==> src/rtl/line_dma_pkg.sv <==
// Shared types and constants for the line-scan DMA writer.
// Word addresses and offsets count 128-bit beats, not bytes.
package line_dma_pkg;

    localparam int DATA_W     = 128;
    localparam int BEAT_BYTES = 16;

    localparam int STAT_BUSY     = 0;
    localparam int STAT_DONE     = 1;
    localparam int STAT_OVERFLOW = 2;
    localparam int STAT_CFG_ERR  = 3;

    typedef enum logic [1:0] {
        S_IDLE,
        S_RUN,
        S_BURST,
        S_FLUSH
    } dma_state_t;

    function automatic logic [31:0] umin(input logic [31:0] a, input logic [31:0] b);
        return (a < b) ? a : b;
    endfunction

endpackage

==> src/rtl/line_dma_fifo.sv <==
// Show-ahead synchronous FIFO: the head word is visible before it is popped.
// Push is ignored when full and pop is ignored when empty.
module line_dma_fifo
    import line_dma_pkg::*;
#(
    parameter int AW = 5,
    parameter int DW = DATA_W
) (
    input  logic          i_clk,
    input  logic          i_reset_n,
    input  logic          i_push,
    input  logic [DW-1:0] i_data,
    input  logic          i_pop,
    output logic [DW-1:0] o_head,
    output logic [AW:0]   o_fill,
    output logic          o_full,
    output logic          o_empty
);

    localparam int DEPTH = 1 << AW;

    logic [DW-1:0] r_mem [DEPTH];
    logic [AW-1:0] r_wr_ptr;
    logic [AW-1:0] r_rd_ptr;
    logic [AW:0]   r_count;
    logic          w_do_push;
    logic          w_do_pop;

    assign w_do_push = i_push && !o_full;
    assign w_do_pop  = i_pop && !o_empty;

    // Storage carries no reset so it can map onto RAM primitives.
    always_ff @(posedge i_clk) begin
        if (w_do_push) begin
            r_mem[r_wr_ptr] <= i_data;
        end
    end

    always_ff @(posedge i_clk or negedge i_reset_n) begin
        if (!i_reset_n) begin
            r_wr_ptr <= '0;
            r_rd_ptr <= '0;
            r_count  <= '0;
        end else begin
            if (w_do_push) begin
                r_wr_ptr <= r_wr_ptr + AW'(1);
            end
            if (w_do_pop) begin
                r_rd_ptr <= r_rd_ptr + AW'(1);
            end
            case ({w_do_push, w_do_pop})
                2'b10:   r_count <= r_count + (AW+1)'(1);
                2'b01:   r_count <= r_count - (AW+1)'(1);
                default: r_count <= r_count;
            endcase
        end
    end

    assign o_head  = r_mem[r_rd_ptr];
    assign o_fill  = r_count;
    assign o_full  = (r_count == (AW+1)'(DEPTH));
    assign o_empty = (r_count == '0);

endmodule

==> src/rtl/line_dma_writer.sv <==
// Avalon-MM burst write master: buffers pixel words and writes them as
// bursts into a one-shot or ring buffer in SDRAM, reporting via status/irq.
module line_dma_writer
    import line_dma_pkg::*;
#(
    parameter int MAX_BURST = 8,
    parameter int BURST_W   = 8,
    parameter int ADDR_W    = 28,
    parameter int FIFO_AW   = 5
) (
    input  logic               i_clk,
    input  logic               i_reset_n,
    input  logic               i_start,
    input  logic               i_stop,
    input  logic               i_cfg_ring,
    input  logic [31:0]        i_cfg_base,
    input  logic [31:0]        i_cfg_size,
    input  logic [DATA_W-1:0]  i_px_data,
    input  logic               i_px_valid,
    output logic [ADDR_W-1:0]  o_av_address,
    output logic [BURST_W-1:0] o_av_burstcount,
    output logic               o_av_write,
    output logic [DATA_W-1:0]  o_av_writedata,
    output logic [15:0]        o_av_byteenable,
    input  logic               i_av_waitrequest,
    output logic [31:0]        o_status,
    output logic               o_irq
);

    dma_state_t         r_state;
    logic [ADDR_W-1:0]  r_base;
    logic [ADDR_W-1:0]  r_size;
    logic [ADDR_W-1:0]  r_offset;
    logic [ADDR_W-1:0]  r_addr;
    logic [BURST_W-1:0] r_bcnt;
    logic [BURST_W-1:0] r_beats_left;
    logic               r_ring;
    logic               r_done;
    logic               r_ovf;
    logic               r_cfg_err;
    logic               r_stop_pend;
    logic               r_write;
    logic               r_irq;

    logic [DATA_W-1:0]  w_head;
    logic [FIFO_AW:0]   w_fill;
    logic [FIFO_AW:0]   w_fill_after;
    logic               w_full;
    logic               w_empty;
    logic               w_push;
    logic               w_drop;
    logic               w_accept;
    logic               w_last_beat;
    logic               w_wrap;
    logic               w_stop_any;
    logic [ADDR_W-1:0]  w_cfg_base_w;
    logic [ADDR_W-1:0]  w_cfg_size_w;
    logic [ADDR_W-1:0]  w_fill_ext;
    logic [ADDR_W-1:0]  w_remain;
    logic [ADDR_W-1:0]  w_len_run;
    logic [ADDR_W-1:0]  w_len_flush;
    logic [ADDR_W-1:0]  w_next_addr;
    logic [ADDR_W-1:0]  w_offset_inc;

    assign w_cfg_base_w = ADDR_W'(i_cfg_base >> $clog2(BEAT_BYTES));
    assign w_cfg_size_w = ADDR_W'(i_cfg_size >> $clog2(BEAT_BYTES));

    assign w_push       = i_px_valid && (r_state != S_IDLE) && !w_full;
    assign w_drop       = i_px_valid && (r_state != S_IDLE) && w_full;
    assign w_accept     = r_write && !i_av_waitrequest;
    assign w_last_beat  = w_accept && (r_beats_left == BURST_W'(1));
    assign w_fill_after = w_fill + (FIFO_AW+1)'(w_push) - (FIFO_AW+1)'(w_accept);

    assign w_fill_ext   = ADDR_W'(w_fill);
    assign w_remain     = r_size - r_offset;
    assign w_len_run    = ADDR_W'(umin(32'(w_remain), 32'(MAX_BURST)));
    assign w_len_flush  = ADDR_W'(umin(32'(w_len_run), 32'(w_fill_ext)));
    assign w_next_addr  = r_base + r_offset;
    assign w_offset_inc = r_offset + ADDR_W'(r_bcnt);
    assign w_wrap       = (w_offset_inc == r_size);
    assign w_stop_any   = r_stop_pend || i_stop;

    line_dma_fifo #(
        .AW(FIFO_AW),
        .DW(DATA_W)
    ) u_fifo (
        .i_clk     (i_clk),
        .i_reset_n (i_reset_n),
        .i_push    (w_push),
        .i_data    (i_px_data),
        .i_pop     (w_accept),
        .o_head    (w_head),
        .o_fill    (w_fill),
        .o_full    (w_full),
        .o_empty   (w_empty)
    );

    always_ff @(posedge i_clk or negedge i_reset_n) begin
        if (!i_reset_n) begin
            r_state      <= S_IDLE;
            r_base       <= '0;
            r_size       <= '0;
            r_offset     <= '0;
            r_addr       <= '0;
            r_bcnt       <= '0;
            r_beats_left <= '0;
            r_ring       <= 1'b0;
            r_done       <= 1'b0;
            r_ovf        <= 1'b0;
            r_cfg_err    <= 1'b0;
            r_stop_pend  <= 1'b0;
            r_write      <= 1'b0;
            r_irq        <= 1'b0;
        end else begin
            r_irq <= 1'b0;
            if (w_drop) begin
                r_ovf <= 1'b1;
            end
            case (r_state)
                S_IDLE: begin
                    if (i_start) begin
                        r_base      <= w_cfg_base_w;
                        r_size      <= w_cfg_size_w;
                        r_ring      <= i_cfg_ring;
                        r_offset    <= '0;
                        r_done      <= 1'b0;
                        r_ovf       <= 1'b0;
                        r_stop_pend <= 1'b0;
                        r_cfg_err   <= (w_cfg_size_w == '0);
                        if (w_cfg_size_w != '0) begin
                            r_state <= S_RUN;
                        end
                    end
                end
                S_RUN: begin
                    if (i_stop) begin
                        r_stop_pend <= 1'b1;
                        r_state     <= S_FLUSH;
                    end else if (w_fill_ext >= w_len_run) begin
                        r_write      <= 1'b1;
                        r_addr       <= w_next_addr;
                        r_bcnt       <= BURST_W'(w_len_run);
                        r_beats_left <= BURST_W'(w_len_run);
                        r_state      <= S_BURST;
                    end
                end
                S_FLUSH: begin
                    if (w_empty) begin
                        r_done  <= 1'b1;
                        r_irq   <= 1'b1;
                        r_state <= S_IDLE;
                    end else begin
                        r_write      <= 1'b1;
                        r_addr       <= w_next_addr;
                        r_bcnt       <= BURST_W'(w_len_flush);
                        r_beats_left <= BURST_W'(w_len_flush);
                        r_state      <= S_BURST;
                    end
                end
                S_BURST: begin
                    if (i_stop) begin
                        r_stop_pend <= 1'b1;
                    end
                    if (w_accept) begin
                        r_beats_left <= r_beats_left - BURST_W'(1);
                    end
                    // A one-shot buffer keeps its final offset so status shows words written.
                    if (w_last_beat) begin
                        r_write  <= 1'b0;
                        r_offset <= (w_wrap && r_ring) ? '0 : w_offset_inc;
                        if (w_wrap) begin
                            r_irq <= 1'b1;
                        end
                        if (w_wrap && !r_ring) begin
                            r_done  <= 1'b1;
                            r_state <= S_IDLE;
                        end else if (w_stop_any) begin
                            if (w_fill_after == '0) begin
                                r_done  <= 1'b1;
                                r_irq   <= 1'b1;
                                r_state <= S_IDLE;
                            end else begin
                                r_state <= S_FLUSH;
                            end
                        end else begin
                            r_state <= S_RUN;
                        end
                    end
                end
                default: r_state <= S_IDLE;
            endcase
        end
    end

    always_comb begin
        o_status                = '0;
        o_status[STAT_BUSY]     = (r_state != S_IDLE);
        o_status[STAT_DONE]     = r_done;
        o_status[STAT_OVERFLOW] = r_ovf;
        o_status[STAT_CFG_ERR]  = r_cfg_err;
        o_status[31:8]          = r_offset[23:0];
    end

    assign o_av_address    = r_addr;
    assign o_av_burstcount = r_bcnt;
    assign o_av_write      = r_write;
    assign o_av_writedata  = r_write ? w_head : '0;
    assign o_av_byteenable = 16'hFFFF;
    assign o_irq           = r_irq;

endmodule

==> config.mk <==
export PLATFORM = sky130hd
export DESIGN_NAME = line_dma_writer
export DESIGN_NICKNAME = d
export VERILOG_FILES = /design/src/rtl/line_dma_pkg.sv /design/src/rtl/line_dma_fifo.sv /design/src/rtl/line_dma_writer.sv
export SDC_FILE = /design/constraint.sdc
export NUM_CORES = 2
export LEC_CHECK = 0
export CAP_MARGIN = 20
export CORE_MARGIN = 4
export CORE_UTILIZATION = 25
export DETAILED_ROUTE_END_ITERATION = 16
export GPL_TIMING_DRIVEN = 0
export PLACE_DENSITY = 0.41
export SLEW_MARGIN = 30
export SYNTH_ARGS = -nofsm -noshare
export SYNTH_HDL_FRONTEND = slang
export SYNTH_SLANG_ARGS = --single-unit
==> constraint.sdc <==
create_clock -name i_clk -period 10.38 [get_ports i_clk]
set_input_delay 1.038 -clock i_clk [delete_from_list [all_inputs] [get_ports i_clk]]
set_output_delay 1.038 -clock i_clk [all_outputs]
set_load 0.05 [all_outputs]
==> metrics.md <==
| Metric | Value |
|---|---|
| Max-cap violation count | `0` |
| Yosys top cell area share | `0.734` |
| Commonest cells after routing, fill and taps aside | `edfxtp_1 (4096), mux4_2 (1280), clkbuf_16 (458)` |
| TritonCTS clock tree | `built` |
| CP most frequent cell | `o21a_1` |
| Via density | `4.67` |
| Core region area | `roughly 0.67 mm2` |
| Rows | `300` |
| Area after DPL | `slightly below 0.2 mm2` |
| Post-synthesis adder-cell area fraction | `0.00762` |
| Global-route wire length before repair | `749000 um` |
| EDFF count, synth | `around 4.1k` |
| Antenna violations before repair | `100` |
| Largest family of logic cells by synthesized area | `multiplexers` |
| Pre-antenna DRT Iters | `6` |
| Synth area leaders | `edfxtp_1 (73%), mux4_2 (17%), dfrtp_1 (2.3%)` |
| Share of layout cells above drive strength 1 | `0.325` |
| Layout Utilization | `0.313` |
| Largest net degree at the start of global routing | `77` |
| Critical path type | `reg -> reg` |
| Fmax | `~0.13 GHz` |
| Cell taking the most area after synthesis | `edfxtp_1` |
| Pwr Density | `approximately 280 mW/mm2` |
| Crit path launch type | `flip-flop` |
| Routability cong. | `0.801` |
| CP delay by family, top | `compound AO/OA/AOI/OAI gates` |
| Req. time, crit path | `between 10000 and 15000 ps` |
| Finish-stage setup viols | `0` |
| Post-synthesis compound-gate area fraction | `0.0156` |
| Grt total ovfl | `0` |
| PortBufs | `approximately 380` |
| Setup Buffers After CTS | `0` |
| WL/cell | `30.7 um` |
| DP Wirelength | `392000 um` |
| Sequential element share of the synthesized area | `0.757` |
| Final ANT Viol Nets | `0` |
| Max-slew violations | `0` |
| Die area | `~0.68 mm2` |
| DRC Markers | `0` |
| CTS clk-pin slew, worst paths | `70 ps` |
| Post-Syn Area | `0.167 mm2` |
| Starting density of the core | `0.251` |
| CTS buffer count | `around 460` |
| Clock skew | `roughly 52 ps` |
| Synth cell types | `roughly 80` |
| HP Class | `reg -> reg` |
| Clock Sinks | `between 4k and 5k` |
| CTS root buf | `clkbuf_16` |
| Clk buf depth | `4` |
| Post-synthesis xor/xnor area fraction | `0.00472` |
| Final hold violation count | `0` |
| Worst Max-Slew Pin Slew | `about 1000 ps` |
| Die W | `~830 um` |
| Normalized max-slew margin | `0.314` |
| Leak | `~66 nW` |
| Slowest CP cell | `or4_1` |
| I/O pins | `slightly above 400` |
| Final Cycle Share | `0.767` |
| Maximum fanout along the worst path | `10` |
| Fin area | `0.209 mm2` |
| Status | `finished, final reports clean` |
| Worst VDD drop | `0.000234 V` |
| Setup TNS | `0 ps` |
| Async SR Flop Fraction | `0.0360` |
| Worst skew pair latency | `1020 ps` |
| Vias | `around 84k` |
| Initial drt markers | `around 7.5k` |
| Resize count post-CTS | `0` |
| Layout overhead on the synthesized area | `24.8%` |
| RSZ-0062 raised after global routing | `false` |
| Post-Syn Instances | `approximately 7.4k` |
| Vias in the first global route | `slightly below 90k` |
| CP bufs+invs | `6` |
| Chip height | `827 um` |
| Syn avg cell area | `around 23 um2` |
| Worst Path Arrival | `about 8800 ps` |
| Overall routing resource usage | `0.158` |
| Synth warn | `0` |
| Hold Buf Count CTS | `1` |
| Final Critical Period | `7960 ps` |
| Crit-path max cell delay | `about 620 ps` |
| Final #Nets | `8974` |
| Critical Path Sink Type | `flip-flop` |
| Synth Flop Type | `edfxtp_1` |
| Proportion of synthesized area in mux cells | `0.185` |
| Post-Synth Simple-Gate Area | `0.0175` |
| Commonest non-fill, non-tap cell in the layout | `edfxtp_1` |
| Post-Route WL | `approximately 550000 um` |
| Worst path cell trace | `buf_2 -> inv_1 -> ha_1 -> clkbuf_1 -> inv_1 -> a222oi_1 -> o221ai_1 -> nor4_1 -> nand4_1 -> or4_1 -> a2111oi_4 -> nand4b_4 -> or2_2 -> ha_1 -> nor2b_1 -> o21a_1 -> o21a_1 -> o21a_1 -> o21a_1 -> or3_1 -> o2111ai_1 -> clkbuf_1 -> clkbuf_1 -> o21ai_0` |
| Seq cells post-synth | `about 4.2k` |
| CTS H-tree depth | `5` |
==> where the power goes <==
| group | internal (W) | total [W] | leakage, nW | switching [W] |
|---|---|---|---|---|
| Clock | 0.00915 | 0.0160 | 7.08 | 0.00685 |
| Combinational | 0.00898 | 0.0228 | 20.4 | 0.0138 |
| Sequential | 0.0199 | 0.0203 | 38.8 | 0.000446 |
==> state kept, by name, summed over array words and instances (netlist names), 6 cells and up <==
signal / cells
r_offset: 28
r_base: 28
r_beats_left: 8
o_av_address: 28
o_av_burstcount: 8
u_fifo.o_fill: 6
r_size: 28
u_fifo.r_mem: 4096
==> cell usage after synthesis, types with 32 or more instances <==
cell type and number:
a21o_1 39, a21oi_1 83, buf_1 100, buf_4 48
clkbuf_1 259, dfrtp_1 153, edfxtp_1 4096, ha_1 94
inv_1 85, mux2_2 63, mux2i_1 137, mux4_2 1280
nand2_1 115, nand3_1 34, nand4_1 33, nor2_1 94
nor2b_1 137, o21ai_0 75, xnor2_1 53, xor2_1 32
==> area by class of cell <==
cell class	instances	area [um2]
Inverter	85	319
Clock inverter	283	2650
Clock buffer	560	11900
Sequential cell	4249	127000
Tap cell	8909	11100
Buffer	428	2170
Timing Repair Buffer	840	15100
Antenna cell	42	105
Multi-Input combinational cell	2617	38900
Fill cell	63600	459000
==> final timing paths <==
kind | startpoint | end | slack (ps) | cells past startpoint
max | r_offset[13] | o_av_burstcount[4] | 2420 | 24
min | r_cfg_err | r_cfg_err | 480 | 2
max reg2reg | r_offset[13] | o_av_burstcount[4] | 2420 | 24
min reg2reg | r_cfg_err | r_cfg_err | 480 | 2
max in group asynchronous | i_reset_n | u_fifo.r_rd_ptr[2] | 8780 | 4
min in group asynchronous | i_reset_n | r_offset[15] | 490 | 2
==> worst register-to-register path, stage by stage (launching register included) <==
cell and delay, ps:
dfrtp_1 520, buf_2 260, inv_1 140, ha_1 300, clkbuf_1 300, inv_1 150
a222oi_1 460, o221ai_1 380, nor4_1 370, nand4_1 140, or4_1 620, a2111oi_4 430
nand4b_4 300, or2_2 380, ha_1 290, nor2b_1 140, o21a_1 160, o21a_1 160
o21a_1 160, o21a_1 210, or3_1 360, o2111ai_1 170, clkbuf_1 580, clkbuf_1 590
o21ai_0 220
==> layer usage <==
metal	wire length, um	vias to the layer above	track usage
li1	-	34100	-
met1	233000	46700	0.208
met2	273000	2551	0.269
met3	29000	761	0.0240
met4	17200	48	0.0446
met5	286	-	0
==> kinds of logic (layout without fill, tap and decap cells) <==
family | count (synthesis) | count (layout)
DFF | 4249 | 4249
buffers and inverters | 513 | 2196
AOI/OAI and AO/OA | 380 | 380
muxes | 1480 | 1480
adders and majority gates | 99 | 99
xor gates and xnor gates | 87 | 87
other | 2 | 64
and+or+nand+nor | 549 | 549
==> per-stage QoR <==
stage	std cells	total power (W)	worst slack, ps	hold slack, ps
5_1_grt	18000	0.0615	2030	413
6_report	18000	0.0591	2420	483
4_1_cts	18000	0.0603	2480	319
3_5_place_dp	17100	0.0441	2530	476
3_3_place_gp	16700	0.0435	-10430	475
2_1_floorplan	7379	0.0338	2390	450
Note: power is estimated with default switching activity, not from simulation.
